**config.mk**
```make
export PLATFORM = sky130hd
export DESIGN_NAME = round_key_store_xor_flat
export DESIGN_NICKNAME = d
export VERILOG_FILES = /design/src/rtl/round_key_store_xor_if.sv /design/src/rtl/round_key_store_xor.sv /design/src/flat_wrapper.sv
export SDC_FILE = /design/constraint.sdc
export NUM_CORES = 2
export LEC_CHECK = 0
export ABC_AREA = 1
export BUFFER_PORTS_ARGS = -buffer_cell sky130_fd_sc_hd__buf_2
export CAP_MARGIN = 10
export CORE_MARGIN = 2
export CORE_UTILIZATION = 45
export DETAILED_ROUTE_END_ITERATION = 8
export GPL_TIMING_DRIVEN = 1
export HOLD_SLACK_MARGIN = 0.05
export SETUP_SLACK_MARGIN = 0.15
export SYNTH_ARGS = -nofsm -noshare
export SYNTH_HDL_FRONTEND = slang
export SYNTH_SLANG_ARGS = --single-unit
export TNS_END_PERCENT = 30
```
**constraint.sdc**
```tcl
create_clock -name clk -period 2.9 [get_ports clk]
set_input_delay 0.58 -clock clk [delete_from_list [all_inputs] [get_ports clk]]
set_output_delay 0.58 -clock clk [all_outputs]
set_load 0.005 [all_outputs]
```
**src/rtl/round_key_store_xor_if.sv**
```systemverilog
// Streaming handshake bundle for the round-key XOR stage: input side
// (state + round index) and output side (XORed state + round index).
interface round_key_store_xor_if #(
   parameter int DATA_W = 128
);
   logic              in_valid;
   logic              in_ready;
   logic [DATA_W-1:0] in_state;
   logic [3:0]        in_round;
   logic              out_valid;
   logic              out_ready;
   logic [DATA_W-1:0] out_state;
   logic [3:0]        out_round;

   modport master (
      output in_valid, in_state, in_round, out_ready,
      input  in_ready, out_valid, out_state, out_round
   );

   modport slave (
      input  in_valid, in_state, in_round, out_ready,
      output in_ready, out_valid, out_state, out_round
   );
endinterface

```
**src/rtl/round_key_store_xor.sv**
```systemverilog
// Round-key bank (NR+1 entries) with a one-stage AddRoundKey datapath.
// Optional macro ARK_ZEROIZE_EN: key_clr wipes key data one entry per cycle.
//
// state  | meaning
// -------+-------------------------------------------------------------
// S_IDLE | normal operation; key writes and transfers allowed
// S_ZERO | zeroizing entries 0..NR, one per cycle; busy=1, in_ready=0
module round_key_store_xor #(
   parameter int NR     = 10,
   parameter int DATA_W = 128
) (
   input  logic                clk,
   input  logic                rst_n,
   input  logic                key_wr_en,
   input  logic [3:0]          key_wr_idx,
   input  logic [DATA_W-1:0]   key_wr_data,
   input  logic                key_clr,
   output logic                keys_ready,
   output logic                busy,
   output logic                err_round,
   input  logic                err_clr,
   round_key_store_xor_if.slave dp
);

   localparam logic [3:0] NR_IDX = 4'(NR);

   typedef enum logic {S_IDLE, S_ZERO} state_t;

   state_t            state;
   state_t            state_nxt;
   logic              zero_we;
   logic [3:0]        zcnt;
   logic [3:0]        z_idx;
   logic              rdy_q;
   logic [NR:0]       loaded;
   logic [DATA_W-1:0] bank [0:NR];
   logic [DATA_W-1:0] rd_key;
   logic              rd_loaded;
   logic              round_ok;
   logic              xfer;
   logic              clr_map;
   logic              wr_ok;

   // rdy_q keeps in_ready low until the first edge after reset release
   always_ff @(posedge clk or negedge rst_n) begin
      if (!rst_n) rdy_q <= 1'b0;
      else        rdy_q <= 1'b1;
   end

   assign dp.in_ready = rdy_q && !busy && (!dp.out_valid || dp.out_ready);
   assign xfer        = dp.in_valid && dp.in_ready;
   assign round_ok    = (dp.in_round <= NR_IDX);
   assign clr_map     = key_clr && (state == S_IDLE);
   // a write coinciding with key_clr is dropped so the clear is never undone
   assign wr_ok       = key_wr_en && (key_wr_idx <= NR_IDX) && !busy && !clr_map;
   assign z_idx       = NR_IDX - zcnt;
   assign keys_ready  = (&loaded) && !busy;

   always_ff @(posedge clk or negedge rst_n) begin
      if (!rst_n) state <= S_IDLE;
      else        state <= state_nxt;
   end

   always_comb begin
      state_nxt = state;
      case (state)
         S_IDLE: begin
`ifdef ARK_ZEROIZE_EN
            if (key_clr) state_nxt = S_ZERO;
`endif
         end
         S_ZERO: if (zcnt == 4'd0) state_nxt = S_IDLE;
         default: state_nxt = S_IDLE;
      endcase
   end

   always_comb begin
      busy    = 1'b0;
      zero_we = 1'b0;
      if (state == S_ZERO) begin
         busy    = 1'b1;
         zero_we = 1'b1;
      end
   end

   // zeroize timer: counts NR..0, entry index walks 0..NR
   always_ff @(posedge clk or negedge rst_n) begin
      if (!rst_n)                zcnt <= 4'd0;
      else if (state == S_IDLE)  zcnt <= NR_IDX;
      else if (zcnt != 4'd0)     zcnt <= zcnt - 4'd1;
   end

   always_ff @(posedge clk or negedge rst_n) begin
      if (!rst_n) begin
         for (int i = 0; i <= NR; i++) bank[i] <= '0;
      end else begin
         for (int i = 0; i <= NR; i++) begin
            if (zero_we && (z_idx == 4'(i)))
               bank[i] <= '0;
            else if (wr_ok && (key_wr_idx == 4'(i)))
               bank[i] <= key_wr_data;
         end
      end
   end

   always_ff @(posedge clk or negedge rst_n) begin
      if (!rst_n) begin
         loaded <= '0;
      end else if (clr_map) begin
         loaded <= '0;
      end else begin
         for (int i = 0; i <= NR; i++)
            if (wr_ok && (key_wr_idx == 4'(i))) loaded[i] <= 1'b1;
      end
   end

   // read sees the pre-edge bank, so a same-cycle write applies next cycle
   always_comb begin
      rd_key    = '0;
      rd_loaded = 1'b0;
      for (int i = 0; i <= NR; i++) begin
         if (dp.in_round == 4'(i)) begin
            rd_key    = bank[i];
            rd_loaded = loaded[i];
         end
      end
   end

   always_ff @(posedge clk or negedge rst_n) begin
      if (!rst_n) begin
         dp.out_valid <= 1'b0;
         dp.out_state <= '0;
         dp.out_round <= 4'd0;
      end else if (xfer) begin
         dp.out_valid <= 1'b1;
         dp.out_round <= dp.in_round;
         dp.out_state <= round_ok ? (dp.in_state ^ rd_key) : dp.in_state;
      end else if (dp.out_ready) begin
         dp.out_valid <= 1'b0;
      end
   end

   // out-of-range rounds never have a loaded entry, so one term covers both
   always_ff @(posedge clk or negedge rst_n) begin
      if (!rst_n)                   err_round <= 1'b0;
      else if (xfer && !rd_loaded)  err_round <= 1'b1;
      else if (err_clr)             err_round <= 1'b0;
   end

endmodule

```
**src/flat_wrapper.sv**
```systemverilog
// flat-port wrapper written by rule: the top's interface ports become plain ports
module round_key_store_xor_flat 
#(
   parameter int NR     = 10,
   parameter int DATA_W = 128
)
  (clk, rst_n, key_wr_en, key_wr_idx, key_wr_data, key_clr, keys_ready, busy, err_round, err_clr, dp_in_valid, dp_in_state, dp_in_round, dp_out_ready, dp_in_ready, dp_out_valid, dp_out_state, dp_out_round);
  round_key_store_xor_if #(.DATA_W(DATA_W)) dp_i ();
  input  logic clk;
  input  logic rst_n;
  input  logic key_wr_en;
  input  logic [3:0] key_wr_idx;
  input  logic [DATA_W-1:0] key_wr_data;
  input  logic key_clr;
  output logic keys_ready;
  output logic busy;
  output logic err_round;
  input  logic err_clr;
  input wire logic [$bits(dp_i.in_valid)-1:0] dp_in_valid;
  input wire logic [$bits(dp_i.in_state)-1:0] dp_in_state;
  input wire logic [$bits(dp_i.in_round)-1:0] dp_in_round;
  input wire logic [$bits(dp_i.out_ready)-1:0] dp_out_ready;
  output wire logic [$bits(dp_i.in_ready)-1:0] dp_in_ready;
  output wire logic [$bits(dp_i.out_valid)-1:0] dp_out_valid;
  output wire logic [$bits(dp_i.out_state)-1:0] dp_out_state;
  output wire logic [$bits(dp_i.out_round)-1:0] dp_out_round;
  assign dp_i.in_valid = dp_in_valid;
  assign dp_i.in_state = dp_in_state;
  assign dp_i.in_round = dp_in_round;
  assign dp_i.out_ready = dp_out_ready;
  assign dp_in_ready = dp_i.in_ready;
  assign dp_out_valid = dp_i.out_valid;
  assign dp_out_state = dp_i.out_state;
  assign dp_out_round = dp_i.out_round;
  round_key_store_xor #(.NR(NR), .DATA_W(DATA_W)) u_core (.clk(clk), .rst_n(rst_n), .key_wr_en(key_wr_en), .key_wr_idx(key_wr_idx), .key_wr_data(key_wr_data), .key_clr(key_clr), .keys_ready(keys_ready), .busy(busy), .err_round(err_round), .err_clr(err_clr), .dp(dp_i));
endmodule
```
==> flow_metrics.env <==
export IMPL_nets=10480
export IMPL_routed_via_count=67700
export IMPL_route_detailed_drc=0
export IMPL_synth_area_um2=75200
export IMPL_drt_pass1_iter_count=6
export IMPL_rsz0062_at_grt="true"
export IMPL_clockPowerShare_pct=39.1
export IMPL_power_density_cell_area_nw_per_um2=664.8
export IMPL_reg_clk_slew_reported_paths_ns=0.06
export IMPL_cts_buffer_count=174
export IMPL_timing_final_setup_violations=0
export IMPL_finalHoldViolations=0
export IMPL_cts_htree_levels=4
export IMPL_final_design_area_no_fill_um2=88670
export IMPL_grt_first_pass_wirelength_mm=397.8
export IMPL_pin_count_of_the_biggest_net_entering_global_routing=130
export IMPL_grt_ovfl_total=0
export IMPL_worst_slew_pin_transition_ns=1.068
export IMPL_cts_root_to_sink_buffers=3
export IMPL_result_of_the_run="finished clean"
export IMPL_syn_mean_instance_area_um2=7.633
export IMPL_yosys_cell_types_count=35
export IMPL_detail_route_antenna_nets=0
export IMPL_final_setup_tns_ns=0
export IMPL_worst_ep_required_time_ns=2.32
export IMPL_starting_utilization_of_the_core_area_pct=45.12
export IMPL_design_die_area_um2=170400
export IMPL_cp_data_arrival_time_ns=2.13
export IMPL_seq_area_frac_synth_pct=51.88
export IMPL_criticalPathCategory="register to primary output"
export IMPL_syn_num_nets=10130
export IMPL_power_report_internal_total_w=0.04249
export IMPL_synthToLayoutAreaGrowth_pct=17.91
export IMPL_timing_final_crit_share_pct=93.30
export IMPL_ctsRootBufferMaster="sky130_fd_sc_hd__clkbuf_16"
export IMPL_power_frac_comb_pct=14.2
export IMPL_worst_skew_pair_late_latency_ns=0.85
export IMPL_setup_crit_start_kind="register"
export IMPL_cts_tree="yes"
export IMPL_fp_dieH_um=412.8
export IMPL_max_freq_mhz=369.6
export IMPL_hp_class="input port to register"
export IMPL_worstPathMaxFanout=3
export IMPL_track_usage_pct=30.36
export IMPL_yosys_register_bits=1559
export IMPL_io_pin_count=408
export IMPL_p_switching_w=0.01646
export IMPL_core_area_um2=166700
export IMPL_floorplan_die_width_um=412.8
export IMPL_leakage_nw=47.29
export IMPL_register_area_um2=39010
export IMPL_detail_route_iter0_violations=6728
export IMPL_worst_hold_slack_ns=0.09575
export IMPL_post_drt_via_cell_ratio=5.395
export IMPL_power_switching_share_pct=27.92
export IMPL_io_buffers=407
export IMPL_min_period_ns=2.706
export IMPL_rows=150
export IMPL_footprint_of_the_multi_input_gates_um2=27790
export IMPL_gpl_final_weighted_congestion=0.8325
export IMPL_seqPwrFrac_pct=46.7
export IMPL_total_power_w=0.05895
export IMPL_relSlewSlack_pct=28.78
export IMPL_skew_ns=0.03767
export IMPL_worst_supply_voltage_drop_on_vdd_mv=0.6644
export IMPL_detailedPlacementHpwl_mm=152.5
export IMPL_worst_setup_path_end_kind="primary output"
export IMPL_placed_cell_area_um2=80600
export IMPL_clock_sinks=1559
export IMPL_drt_wirelength_per_cell_um=20.66
export IMPL_wirelength_mm=259.3
export IMPL_post_cts_repair_setup_buffers=0
export IMPL_syn_instance_count=9852
export IMPL_antenna_found_initial=15
export IMPL_synth_yosys_warnings=0
export IMPL_final_fill_count=15890
export IMPL_drive_gt1_share_pct=10.42
export IMPL_drv_max_cap_violation_count=0
export IMPL_first_global_vias=65050
export IMPL_final_max_slew_viols=0
## sequential cells by signal, summed over array words and instances (netlist names)
name and cells:
u_core.bank 1408, u_core.dp.out_state 128, u_core.loaded 11, u_core.dp.out_round 4, u_core.zcnt 4, u_core.dp.out_valid 1, u_core.err_round 1, u_core.rdy_q 1
u_core.state 1
## power groups by stage
stage / sequential [W] / combinational [W] / clock [W]
after floorplan: 0.0274 / 0.00532 / 0
after CTS: 0.0275 / 0.00840 / 0.0234
after global placement: 0.0277 / 0.00784 / 0
after global routing: 0.0280 / 0.00964 / 0.0243
after detailed placement: 0.0279 / 0.00812 / 0
final: 0.0276 / 0.00835 / 0.0230
## stage by stage
step / std cells / util (%) / worst slack [ns]
after floorplan: 9852 / - / 0.7948
after global placement: 12020 / 48.36 / 0.05558
after detailed placement: 12020 / 48.36 / 0.1029
after CTS: 12540 / 53.19 / 0.2001
after global routing: 12540 / 53.20 / 0.1353
final: 12550 / 53.20 / 0.1943
## synth_stat cells
library cell	instances	area, um^2
sky130_fd_sc_hd__clkinv_1	52	195.2
sky130_fd_sc_hd__o21ai_0	603	3018
sky130_fd_sc_hd__o22ai_1	164	1026
sky130_fd_sc_hd__a31oi_1	88	550.5
sky130_fd_sc_hd__buf_2	115	575.6
sky130_fd_sc_hd__buf_4	8	60.06
sky130_fd_sc_hd__a22oi_1	1	7.510
sky130_fd_sc_hd__a21oi_1	447	2237
sky130_fd_sc_hd__o211ai_1	1	7.510
sky130_fd_sc_hd__nand3_2	1	10.01
sky130_fd_sc_hd__or2_2	117	732.0
sky130_fd_sc_hd__buf_6	4	45.04
sky130_fd_sc_hd__nand2_2	3	18.77
sky130_fd_sc_hd__nor2_4	3	33.78
sky130_fd_sc_hd__or2_1	11	68.82
sky130_fd_sc_hd__xnor2_1	1	8.760
sky130_fd_sc_hd__xor2_2	1	16.27
sky130_fd_sc_hd__a21oi_2	1	8.760
sky130_fd_sc_hd__inv_2	18	67.56
sky130_fd_sc_hd__nand3_1	938	4695
sky130_fd_sc_hd__nor2_1	904	3393
sky130_fd_sc_hd__conb_1	1	3.750
sky130_fd_sc_hd__nor3_1	3	15.01
sky130_fd_sc_hd__buf_1	56	210.2
sky130_fd_sc_hd__o21ai_1	113	565.5
sky130_fd_sc_hd__o21ai_2	1	8.760
sky130_fd_sc_hd__clkbuf_1	464	1742
sky130_fd_sc_hd__or2_0	31	193.9
sky130_fd_sc_hd__nor2_2	5	31.28
sky130_fd_sc_hd__dfrtp_1	1559	39010
sky130_fd_sc_hd__ha_1	6	75.07
sky130_fd_sc_hd__nand4_1	211	1320
sky130_fd_sc_hd__a221oi_1	106	928.4
sky130_fd_sc_hd__nand2_1	2269	8517
sky130_fd_sc_hd__inv_1	1546	5803
## layer usage
layer | global-route usage, % | part of all wire [%]
met1 | 41.01 | 42
met2 | 49.51 | 47
met3 | 4.822 | 7.2
met4 | 10.88 | 3.4
met5 | 0 | 0.030
## area by class of cell
class                      instances  share of cell area [%]
antenna                            5                 0.01411
clock inverter                    54                  0.8580
multi-input combinational       6030                   31.35
timing repair buffer             817                   7.898
clock buffer                     262                   5.872
tap                             2204                   3.110
inverter                        1616                   6.905
sequential                      1559                   44.00
## placed cells by master, fill, tap and decap left out, types with 6 or more instances in the layout
| master | count |
|---|---|
| sky130_fd_sc_hd__clkinv_1 | 51 |
| sky130_fd_sc_hd__dfrtp_1 | 1559 |
| sky130_fd_sc_hd__buf_4 | 94 |
| sky130_fd_sc_hd__nand2_4 | 20 |
| sky130_fd_sc_hd__o22ai_1 | 164 |
| sky130_fd_sc_hd__nor2_1 | 896 |
| sky130_fd_sc_hd__a21oi_1 | 447 |
| sky130_fd_sc_hd__bufinv_16 | 11 |
| sky130_fd_sc_hd__clkbuf_16 | 175 |
| sky130_fd_sc_hd__or2_1 | 11 |
| sky130_fd_sc_hd__clkbuf_8 | 50 |
| sky130_fd_sc_hd__inv_1 | 1541 |
| sky130_fd_sc_hd__clkbuf_1 | 37 |
| sky130_fd_sc_hd__o21ai_0 | 603 |
| sky130_fd_sc_hd__nor2_4 | 15 |
| sky130_fd_sc_hd__nand4_1 | 211 |
| sky130_fd_sc_hd__buf_12 | 109 |
| sky130_fd_sc_hd__or2_0 | 31 |
| sky130_fd_sc_hd__dlygate4sd3_1 | 207 |
| sky130_fd_sc_hd__or2_2 | 117 |
| sky130_fd_sc_hd__ha_1 | 6 |
| sky130_fd_sc_hd__buf_2 | 406 |
| sky130_fd_sc_hd__a31oi_1 | 88 |
| sky130_fd_sc_hd__clkinv_2 | 30 |
| sky130_fd_sc_hd__inv_6 | 9 |
| sky130_fd_sc_hd__o21ai_1 | 113 |
| sky130_fd_sc_hd__inv_2 | 9 |
| sky130_fd_sc_hd__a221oi_1 | 106 |
| sky130_fd_sc_hd__nand3_1 | 936 |
| sky130_fd_sc_hd__nand2_1 | 2247 |
## what timing repair did
| item | CTS | global route |
|---|---|---|
| hold buffers | 207 | 0 |
| resized for setup | 0 | 3 |
| endpoints found under the setup margin | 0 | 139 |
| hold endpoints to repair | 398 | 0 |
## path summary, 6_finish.rpt
check	start	end	slack, ns	cells past startpoint
worst max-delay path	u_core.loaded[10]	keys_ready	0.19	4
worst min-delay path	dp_in_state[69]	u_core.dp.out_state[69]	0.1	4
worst max register to register	u_core.zcnt[0]	u_core.bank[948]	0.26	10
worst min register to register	u_core.bank[603]	u_core.bank[603]	0.47	2
max in group asynchronous	rst_n	u_core.bank[268]	1.53	3
min in group asynchronous	rst_n	u_core.bank[177]	0.28	2
## logic make-up (layout without fill, tap and decap cells)
logic type / after synthesis / in the layout / share of synthesized area (%)
AO/OA/AOI/OAI: 1525 / 1525 / 11.11
XOR/XNOR: 2 / 2 / 0.03328
adder cells (fa/ha/maj): 6 / 6 / 0.09983
buffers and inverters: 2263 / 2749 / 11.57
flip-flops: 1559 / 1559 / 51.88
other: 1 / 6 / 0.004987
AND/OR/NAND/NOR: 4496 / 4496 / 25.30
## worst max-delay path, cell delays in order (launching register included)
cell and delay (ns):
sky130_fd_sc_hd__dfrtp_1 0.56, sky130_fd_sc_hd__nand4_1 0.17, sky130_fd_sc_hd__nor3_1 0.25, sky130_fd_sc_hd__buf_4 0.20
sky130_fd_sc_hd__buf_2 0.12
No activity file was read; power rests on OpenSTA's default activity.
